<file path="config.mk">
export PLATFORM = sky130hd
export DESIGN_NAME = dmem_arbiter_flat
export DESIGN_NICKNAME = d
export VERILOG_FILES = /design/src/rtl/dmem_arbiter_if.sv /design/src/rtl/dmem_arbiter.sv /design/src/flat_wrapper.sv
export SDC_FILE = /design/constraint.sdc
export NUM_CORES = 1
export LEC_CHECK = 0
export ABC_CLOCK_PERIOD_IN_PS = 1900
export CAP_MARGIN = 20
export CORE_ASPECT_RATIO = 0.8
export CORE_MARGIN = 10
export CORE_UTILIZATION = 30
export DETAILED_ROUTE_END_ITERATION = 16
export GPL_TIMING_DRIVEN = 0
export PLACE_DENSITY = 0.75
export SYNTH_ARGS = -nofsm -noshare
export SYNTH_HDL_FRONTEND = slang
export SYNTH_SLANG_ARGS = --single-unit
</file>
<file path="constraint.sdc">
create_clock -name clk -period 1.9 [get_ports clk]
set_input_delay 0.19 -clock clk [delete_from_list [all_inputs] [get_ports clk]]
set_output_delay 0.19 -clock clk [all_outputs]
set_load 0.05 [all_outputs]
</file>
<file path="src/rtl/dmem_arbiter_if.sv">
// Bundle of the core, host and dmem signals around dmem_arbiter.
// The arbiter connects through the slave modport; the requesters and the memory connect through master.
interface dmem_arbiter_if #(
    parameter int unsigned ADDR_W = 32,
    parameter int unsigned DATA_W = 32
);
    logic              core_req;
    logic              core_we;
    logic [ADDR_W-1:0] core_addr;
    logic [DATA_W-1:0] core_wdata;
    logic              core_stall;
    logic [DATA_W-1:0] core_rdata;
    logic              core_rvalid;

    logic              host_req;
    logic              host_we;
    logic [ADDR_W-1:0] host_addr;
    logic [DATA_W-1:0] host_wdata;
    logic              host_gnt;
    logic [DATA_W-1:0] host_rdata;
    logic              host_rvalid;

    logic              mem_en;
    logic              mem_we;
    logic [ADDR_W-1:0] mem_addr;
    logic [DATA_W-1:0] mem_wdata;
    logic [DATA_W-1:0] mem_rdata;

    modport slave (
        input  core_req, core_we, core_addr, core_wdata,
        output core_stall, core_rdata, core_rvalid,
        input  host_req, host_we, host_addr, host_wdata,
        output host_gnt, host_rdata, host_rvalid,
        output mem_en, mem_we, mem_addr, mem_wdata,
        input  mem_rdata
    );

    modport master (
        output core_req, core_we, core_addr, core_wdata,
        input  core_stall, core_rdata, core_rvalid,
        output host_req, host_we, host_addr, host_wdata,
        input  host_gnt, host_rdata, host_rvalid,
        input  mem_en, mem_we, mem_addr, mem_wdata,
        output mem_rdata
    );
endinterface

</file>
<file path="src/rtl/dmem_arbiter.sv">
// Shares the single-port dmem between the core LDM/STM port and the host/loader port.
// Optional macro DMEM_ARBITER_PERF_EN adds stall and host-grant performance counters.
module dmem_arbiter #(
    parameter int unsigned ADDR_W        = 32,
    parameter int unsigned DATA_W        = 32,
    parameter int unsigned MEM_LAT       = 1,
    parameter int unsigned HOST_WAIT_MAX = 8
) (
    input  logic                clk,
    input  logic                rst,
    dmem_arbiter_if.slave       bus
`ifdef DMEM_ARBITER_PERF_EN
    ,
    output logic [31:0]         perf_stall_cycles,
    output logic [31:0]         perf_host_grants,
    output logic [31:0]         perf_forced_grants
`endif
);
    localparam int unsigned LAT_W  = 3;
    localparam int unsigned WAIT_W = 8;

    typedef enum logic {IDLE, BUSY} state_e;

    state_e              state_q, state_d;
    logic [LAT_W-1:0]    lat_cnt_q, lat_cnt_d;
    logic [WAIT_W-1:0]   host_wait_q, host_wait_d;
    logic                tag_q, tag_d;
    logic [DATA_W-1:0]   core_rdata_q, core_rdata_d;
    logic [DATA_W-1:0]   host_rdata_q, host_rdata_d;

    logic                core_gnt_c, host_gnt_c;
    logic                core_rvalid_c, host_rvalid_c;
    logic                mem_en_c, mem_we_c;
    logic [ADDR_W-1:0]   mem_addr_c;
    logic [DATA_W-1:0]   mem_wdata_c;

    // Arbitration, memory issue, read-latency tracking and read-data steering.
    always_comb begin
        state_d       = state_q;
        lat_cnt_d     = lat_cnt_q;
        host_wait_d   = host_wait_q;
        tag_d         = tag_q;
        core_rdata_d  = core_rdata_q;
        host_rdata_d  = host_rdata_q;
        core_gnt_c    = 1'b0;
        host_gnt_c    = 1'b0;
        core_rvalid_c = 1'b0;
        host_rvalid_c = 1'b0;
        mem_en_c      = 1'b0;
        mem_we_c      = 1'b0;
        mem_addr_c    = '0;
        mem_wdata_c   = '0;

        unique case (state_q)
            IDLE: begin
                if (!rst) begin
                    if (bus.core_req &&
                        !(bus.host_req && host_wait_q == WAIT_W'(HOST_WAIT_MAX))) begin
                        core_gnt_c = 1'b1;
                    end else if (bus.host_req) begin
                        host_gnt_c = 1'b1;
                    end
                end
            end
            BUSY: begin
                if (!rst) begin
                    lat_cnt_d = lat_cnt_q - LAT_W'(1);
                    if (lat_cnt_q == LAT_W'(1)) begin
                        state_d       = IDLE;
                        core_rvalid_c = !tag_q;
                        host_rvalid_c = tag_q;
                    end
                end
            end
        endcase

        if (core_gnt_c) begin
            mem_en_c    = 1'b1;
            mem_we_c    = bus.core_we;
            mem_addr_c  = bus.core_addr;
            mem_wdata_c = bus.core_wdata;
        end else if (host_gnt_c) begin
            mem_en_c    = 1'b1;
            mem_we_c    = bus.host_we;
            mem_addr_c  = bus.host_addr;
            mem_wdata_c = bus.host_wdata;
        end

        // Reads hold the port busy until the data returns; tag remembers the owner.
        if (mem_en_c && !mem_we_c) begin
            state_d   = BUSY;
            lat_cnt_d = LAT_W'(MEM_LAT);
            tag_d     = host_gnt_c;
        end

        if (core_rvalid_c) core_rdata_d = bus.mem_rdata;
        if (host_rvalid_c) host_rdata_d = bus.mem_rdata;

        if (!bus.host_req || host_gnt_c) begin
            host_wait_d = '0;
        end else if (host_wait_q < WAIT_W'(HOST_WAIT_MAX)) begin
            host_wait_d = host_wait_q + WAIT_W'(1);
        end
    end

    always_ff @(posedge clk) begin
        if (rst) begin
            state_q      <= IDLE;
            lat_cnt_q    <= '0;
            host_wait_q  <= '0;
            tag_q        <= 1'b0;
            core_rdata_q <= '0;
            host_rdata_q <= '0;
        end else begin
            state_q      <= state_d;
            lat_cnt_q    <= lat_cnt_d;
            host_wait_q  <= host_wait_d;
            tag_q        <= tag_d;
            core_rdata_q <= core_rdata_d;
            host_rdata_q <= host_rdata_d;
        end
    end

    // Read data passes straight through in the rvalid cycle, then holds.
    assign bus.core_rdata  = core_rdata_d;
    assign bus.host_rdata  = host_rdata_d;
    assign bus.core_rvalid = core_rvalid_c;
    assign bus.host_rvalid = host_rvalid_c;
    assign bus.host_gnt    = host_gnt_c;
    assign bus.core_stall  = bus.core_req & ~(core_gnt_c & bus.core_we) & ~core_rvalid_c;
    assign bus.mem_en      = mem_en_c;
    assign bus.mem_we      = mem_we_c;
    assign bus.mem_addr    = mem_addr_c;
    assign bus.mem_wdata   = mem_wdata_c;

`ifdef DMEM_ARBITER_PERF_EN
    logic [31:0] perf_stall_cycles_q,  perf_stall_cycles_d;
    logic [31:0] perf_host_grants_q,   perf_host_grants_d;
    logic [31:0] perf_forced_grants_q, perf_forced_grants_d;

    // A host grant while the core also requests can only come from the wait threshold.
    always_comb begin
        perf_stall_cycles_d  = perf_stall_cycles_q;
        perf_host_grants_d   = perf_host_grants_q;
        perf_forced_grants_d = perf_forced_grants_q;
        if (bus.core_stall)            perf_stall_cycles_d  = perf_stall_cycles_q + 32'd1;
        if (host_gnt_c)                perf_host_grants_d   = perf_host_grants_q + 32'd1;
        if (host_gnt_c && bus.core_req) perf_forced_grants_d = perf_forced_grants_q + 32'd1;
    end

    always_ff @(posedge clk) begin
        if (rst) begin
            perf_stall_cycles_q  <= '0;
            perf_host_grants_q   <= '0;
            perf_forced_grants_q <= '0;
        end else begin
            perf_stall_cycles_q  <= perf_stall_cycles_d;
            perf_host_grants_q   <= perf_host_grants_d;
            perf_forced_grants_q <= perf_forced_grants_d;
        end
    end

    assign perf_stall_cycles  = perf_stall_cycles_q;
    assign perf_host_grants   = perf_host_grants_q;
    assign perf_forced_grants = perf_forced_grants_q;
`endif
endmodule
</file>
<file path="src/flat_wrapper.sv">
// flat-port wrapper written by rule: the top's interface ports become plain ports
module dmem_arbiter_flat 
#(
    parameter int unsigned ADDR_W        = 32,
    parameter int unsigned DATA_W        = 32,
    parameter int unsigned MEM_LAT       = 1,
    parameter int unsigned HOST_WAIT_MAX = 8
)
  (clk, rst, bus_core_req, bus_core_we, bus_core_addr, bus_core_wdata, bus_core_stall, bus_core_rdata, bus_core_rvalid, bus_host_req, bus_host_we, bus_host_addr, bus_host_wdata, bus_host_gnt, bus_host_rdata, bus_host_rvalid, bus_mem_en, bus_mem_we, bus_mem_addr, bus_mem_wdata, bus_mem_rdata);
  dmem_arbiter_if #(.ADDR_W(ADDR_W), .DATA_W(DATA_W)) bus_i ();
  input  logic clk;
  input  logic rst;
  input wire logic [$bits(bus_i.core_req)-1:0] bus_core_req;
  input wire logic [$bits(bus_i.core_we)-1:0] bus_core_we;
  input wire logic [$bits(bus_i.core_addr)-1:0] bus_core_addr;
  input wire logic [$bits(bus_i.core_wdata)-1:0] bus_core_wdata;
  output wire logic [$bits(bus_i.core_stall)-1:0] bus_core_stall;
  output wire logic [$bits(bus_i.core_rdata)-1:0] bus_core_rdata;
  output wire logic [$bits(bus_i.core_rvalid)-1:0] bus_core_rvalid;
  input wire logic [$bits(bus_i.host_req)-1:0] bus_host_req;
  input wire logic [$bits(bus_i.host_we)-1:0] bus_host_we;
  input wire logic [$bits(bus_i.host_addr)-1:0] bus_host_addr;
  input wire logic [$bits(bus_i.host_wdata)-1:0] bus_host_wdata;
  output wire logic [$bits(bus_i.host_gnt)-1:0] bus_host_gnt;
  output wire logic [$bits(bus_i.host_rdata)-1:0] bus_host_rdata;
  output wire logic [$bits(bus_i.host_rvalid)-1:0] bus_host_rvalid;
  output wire logic [$bits(bus_i.mem_en)-1:0] bus_mem_en;
  output wire logic [$bits(bus_i.mem_we)-1:0] bus_mem_we;
  output wire logic [$bits(bus_i.mem_addr)-1:0] bus_mem_addr;
  output wire logic [$bits(bus_i.mem_wdata)-1:0] bus_mem_wdata;
  input wire logic [$bits(bus_i.mem_rdata)-1:0] bus_mem_rdata;
  assign bus_i.core_req = bus_core_req;
  assign bus_i.core_we = bus_core_we;
  assign bus_i.core_addr = bus_core_addr;
  assign bus_i.core_wdata = bus_core_wdata;
  assign bus_core_stall = bus_i.core_stall;
  assign bus_core_rdata = bus_i.core_rdata;
  assign bus_core_rvalid = bus_i.core_rvalid;
  assign bus_i.host_req = bus_host_req;
  assign bus_i.host_we = bus_host_we;
  assign bus_i.host_addr = bus_host_addr;
  assign bus_i.host_wdata = bus_host_wdata;
  assign bus_host_gnt = bus_i.host_gnt;
  assign bus_host_rdata = bus_i.host_rdata;
  assign bus_host_rvalid = bus_i.host_rvalid;
  assign bus_mem_en = bus_i.mem_en;
  assign bus_mem_we = bus_i.mem_we;
  assign bus_mem_addr = bus_i.mem_addr;
  assign bus_mem_wdata = bus_i.mem_wdata;
  assign bus_i.mem_rdata = bus_mem_rdata;
  dmem_arbiter #(.ADDR_W(ADDR_W), .DATA_W(DATA_W), .MEM_LAT(MEM_LAT), .HOST_WAIT_MAX(HOST_WAIT_MAX)) u_core (.clk(clk), .rst(rst), .bus(bus_i));
endmodule
</file>
; ---- After elaboration in Yosys (flattened, before gate mapping)
; Index checks and enable logic that the tools add are counted.
[classes]
n_lt_le_gt_ge = 1
n_bitwise = 5
addsub = 2
eq_ne = 2
reduce_logical = 11
mux = 28
[ops]
columns = cell, n
row1 = $mux 32, 6
row2 = $mux 1, 22
row3 = $add 8x1->8 const B, 1
row4 = $eq 8x4->1 const B, 1
row5 = $lt 8x4->1 const B, 1
row6 = $logic_not 1->1, 4
row7 = $reduce_or 2->1, 2
row8 = $and 1x1->1, 3
row9 = $eq 3x1->1 const B, 1
row10 = $logic_and 1x1->1, 3
row11 = $sub 3x1->3 const B, 1
row12 = $not 1->1, 2
row13 = $reduce_bool 2->1, 1
row14 = $logic_or 1x1->1, 1
[totals]
wordCells = 56
out_inout_bits = 134
reg_bits = 77
inputBits = 166

; ---- Longest topological paths before layout
[logic_depth]
depth_word = 12
mapped_depth = 9
depth_no_buf = 7

; ---- Worst setup path after synthesis
; No wires, ideal clock.
[synth_path]
kind = register to output
startpoint = register u_core.host_wait_q[4]
endpoint = output bus_core_stall
t_required_ps = 1710
t_arrival_ps = 2300
path_buffers = 3
path_stages_with_launch = 8
setup_slack_ps = -590
path_cell_list = dfxtp_1 -> or4_1 -> buf_2 -> o21ai_2 -> nor3_1 -> buf_2 -> buf_2 -> a21oi_1
[synth_between]
elab_chain_cells = 11
[synth_rtl]
columns = item, line_no
row1 = from (decl), dmem_arbiter.sv:26  ; logic [WAIT_W-1:0] host_wait_q, host_wait_d;
row2 = from (signal assigned), dmem_arbiter.sv:117  ; host_wait_q <= host_wait_d;
row3 = $eq 8x4->1, dmem_arbiter.sv:58  ; !(bus.host_req && host_wait_q == WAIT_W'(HOST_WAIT_MAX))) begin
row4 = $logic_and 1x1->1, dmem_arbiter.sv:58
row5 = $logic_not 1->1, dmem_arbiter.sv:58
row6 = $logic_and 1x1->1, dmem_arbiter.sv:57  ; if (bus.core_req &&
row7 = $mux 1, dmem_arbiter.sv:57
row8 = $mux 1, dmem_arbiter.sv:56  ; if (!rst) begin
row9 = $mux 1, dmem_arbiter.sv:54  ; unique case (state_q)
row10 = $and 1x1->1, dmem_arbiter.sv:130  ; assign bus.core_stall = bus.core_req & ~(core_gnt_c & bus.core_we) & ~core_rvalid_c;
row11 = $not 1->1, dmem_arbiter.sv:130
row12 = $and 1x1->1 (2 in a row), dmem_arbiter.sv:130
row13 = to (decl), flat_wrapper.sv:17  ; output wire logic [$bits(bus_i.core_stall)-1:0] bus_core_stall;
; No other way between the ends.

; ---- Final worst setup path
[layout_path]
startpoint = register u_core.host_wait_q[7]
endpoint = output bus_mem_wdata[12]
[layout_between]
elab_chain_cells = 9
word_cells_on_any_way = 12
[layout_rtl]
columns = item, line_no
row1 = $eq 8x4->1 *, dmem_arbiter.sv:58
row2 = $logic_and 1x1->1 *, dmem_arbiter.sv:58
row3 = $logic_not 1->1 *, dmem_arbiter.sv:58
row4 = $logic_and 1x1->1 *, dmem_arbiter.sv:57
row5 = $mux 1, dmem_arbiter.sv:57
row6 = $mux 1, dmem_arbiter.sv:56
row7 = $mux 1, dmem_arbiter.sv:54
row8 = $mux 32, dmem_arbiter.sv:82  ; end else if (host_gnt_c) begin
row9 = $mux 32 *, dmem_arbiter.sv:77  ; if (core_gnt_c) begin
row10 = to (decl), flat_wrapper.sv:30  ; output wire logic [$bits(bus_i.mem_wdata)-1:0] bus_mem_wdata;
; Every way passes the cells marked *; elsewhere a longest branch is shown, timed or not.

==> impl_metrics.py <==
metrics = {
    "final_layout": {
        "fill_cells": 780,
        "multi_input_area_um2": 2910,
        "area_growth_pct": 146,
        "layout-drive-gt1-share_pct": 52.2,
        "regArea_um2": 1550,
        "final_cells": 885,
        "nets": 878,
    },
    "yosys": {
        "synth_edf_count": 0,
        "async_flop_share_pct": 0,
        "yosysSeqAreaShare_pct": 40.6,
        "synth_top_area_share_pct": 40.6,
        "synth_most_common_cell": "dfxtp_1",
        "synth_cell_types": 35,
        "synth_top_area_cell": "dfxtp_1",
        "synth.top_cells.by_count": "dfxtp_1 (77), a22o_1 (65), mux2_2 (51)",
        "synth_nets": 531,
        "ys_warn_count": 0,
        "syn_inst": 361,
        "synth.area.top_cells": "dfxtp_1 (41%), mux2_2 (15%), a22o_1 (15%)",
        "synth.avg_cell_area_um2": 10.5,
        "syn-cell-area_um2": 3800,
        "dominantRegCellSynth": "dfxtp_1",
        "synth-seq-cells": 77,
    },
    "global_route": {
        "grt_antenna_before_repair": 3,
        "gr-usage-all-layers_pct": 20.9,
        "grt_max_degree": 15,
        "grt_pass1_vias": 4444,
        "grt_pass1_wl_mm": 28.6,
        "grt_overflow": 0,
    },
    "placement": {
        "placed_cells": 830,
        "portBuffers": 298,
        "place_congestion": 0.872,
        "dp_hpwl_mm": 15.8,
    },
    "clocking": {
        "cts_tree": "yes",
        "h-tree-depth": 3,
        "numCtsBuffers": 9,
        "cts_root_buffer": "clkbuf_16",
        "clockBufferDepth": 2,
        "clkLatencyLatePin_ns": 0.34,
        "cts.sinks": 77,
        "cts.clk_slew.worst_paths_ns": 0.06,
    },
    "critical_path": {
        "worst_ep_required_time_ns": 1.71,
        "criticalPathCategory": "reg2out",
        "critPathLaunch": "u_core.host_wait_q[7]$_SDFFE_PP0N_",
        "start_kind": "flip-flop",
        "critical_path_arrival_ns": 2.27,
        "reg2reg_from": "u_core.host_wait_q[7]$_SDFFE_PP0N_",
        "cp-end-kind": "output port",
        "critPathMaxFanout": 6,
    },
    "power": {
        "peakVddDrop_v": 0.000517,
        "total_power_mw": 6.03,
        "power.density_nw_per_um2": 645,
        "p_leak_nw": 4.10,
    },
    "timing": {
        "period_minus_slack_ns": 2.46,
        "finalSetupViolations": 136,
        "fin_setup_tns_ns": -56.63,
        "worst_pin_slew_ns": 0.882,
        "fin_worst_skew_ns": 0.0102,
        "hold_violations": 0,
        "slew_violations": 0,
        "finalCritPeriodShare_pct": 129,
        "slew-limit-headroom_pct": 41.2,
        "finalWorstSetupSlack_ns": -0.557,
        "max_freq_ghz": 0.407,
        "rsz0062_at_grt": "yes",
    },
    "drt": {
        "wl_per_cell_um": 23.5,
        "first_iter_violations": 182,
        "vias": 4219,
        "drc_errors": 0,
        "dr.pass1.iters": 4,
        "ant_nets": 0,
        "routed_wl_mm": 20.8,
        "viasPerCell": 4.77,
    },
    "floorplan": {
        "rows": 36,
        "top_level_ports": 300,
        "die_area_um2": 17600,
        "die_y_um": 121,
        "start_util_pct": 30.9,
        "coreArea_um2": 12300,
        "die_w_um": 146,
    },
    "min_path": {
        "holdCritPathClass": "reg2reg",
        "min_from": "u_core.host_wait_q[7]$_SDFFE_PP0N_",
    },
    "status": {
        "outcome": "finished with violations",
        "failed_checks": "negative setup slack",
    },
    "job": {
        "maxCapViolCount": 0,
    },
}
-- area by class of cell --
cell class / instances / share of cell area, %
multi-input cells: 244 / 31.1
clock inverters: 6 / 0.762
inverters: 9 / 0.441
well taps: 171 / 2.29
diodes: 1 / 0.0267
plain buffers: 30 / 4.03
flip-flops and latches: 77 / 16.6
repair buffers: 337 / 42.4
clock buffers: 10 / 2.45
-- cells by family after synthesis --
group                    Yosys count  synth area share, %
AND/OR/NAND/NOR                   90                 14.3
buffers and inverters             40                 5.66
adder cells (fa/ha/maj)            4                 1.32
AO/OA/AOI/OAI                     82                 18.3
flip-flops                        77                 40.6
multiplexers                      64                 19.0
XOR/XNOR                           4                0.922
-- final timing paths --
kind	to	slack, ns	depth (start not counted)
worst max-delay path	bus_mem_wdata[12]	-0.56	8
worst min-delay path	u_core.host_wait_q[7]$_SDFFE_PP0N_	0.46	1
worst max register to register	u_core.lat_cnt_q[1]$_SDFFE_PP0P_	-0.13	6
worst min register to register	u_core.host_wait_q[7]$_SDFFE_PP0N_	0.46	1
-- sequential cells by signal (all words and copies together), names as in the netlist --
| signal | cells |
|---|---|
| u_core.state_q | 1 |
| u_core.lat_cnt_q | 3 |
| u_core.core_rdata_q | 32 |
| u_core.host_wait_q | 8 |
| u_core.tag_q | 1 |
| u_core.host_rdata_q | 32 |
-- metal layers --
layer  track usage, %  up-vias  routed length, um
met3             10.5       28               2160
met5                0        -                 34
met2             36.9      195              10600
met4             4.67        4                323
li1                 -     1988                  -
met1             22.0     2004               7680
-- critical path, stage by stage, from the launching register on --
cell and delay, ns:
dfxtp_2 0.32, or4_4 0.56, o21ai_4 0.23, nand3_2 0.13, clkinv_4 0.12, buf_12 0.15, clkbuf_16 0.15, a22o_4 0.13
buf_8 0.14
-- layout by cell type (no fill, tap or decap), types with 21 or more instances in the layout --
| master | Yosys | final |
|---|---|---|
| a22o_4 | 0 | 60 |
| and2_1 | 32 | 30 |
| buf_4 | 3 | 21 |
| buf_6 | 5 | 79 |
| buf_8 | 0 | 58 |
| clkdlybuf4s50_1 | 0 | 164 |
| dfxtp_1 | 77 | 72 |
| mux2_2 | 51 | 30 |
| mux2_4 | 0 | 34 |
| nor2b_1 | 39 | 26 |
-- report_power, final --
group	total, mW	switching, mW	internal [mW]
sequential	1.72	0.0399	1.68
combinational	2.59	1.28	1.31
clock	1.72	0.693	1.03
-- per-stage QoR --
stage | util [%] | instance area, um2 | hold slack, ns | setup WS, ns
after floorplan | - | 4510 | 0.369 | -0.0939
after global placement | 62.7 | 7710 | 0.433 | -1.18
after detailed placement | 62.7 | 7710 | 0.436 | -1.21
after CTS | 68.5 | 8420 | 0.454 | -0.620
after global routing | 76.1 | 9360 | 0.488 | -0.629
final | 76.1 | 9360 | 0.456 | -0.557
-- timing repair --
action | in CTS | in global routing
setup buffers | 2 | 23
setup endpoints to repair | 192 | 202
resized for setup | 819 | 316
endpoints found under the hold margin | 0 | 0
pin swaps | 0 | 10
gates cloned | 3 | 11
hold buffers | 0 | 0
Note: power is estimated with default switching activity, not from simulation.
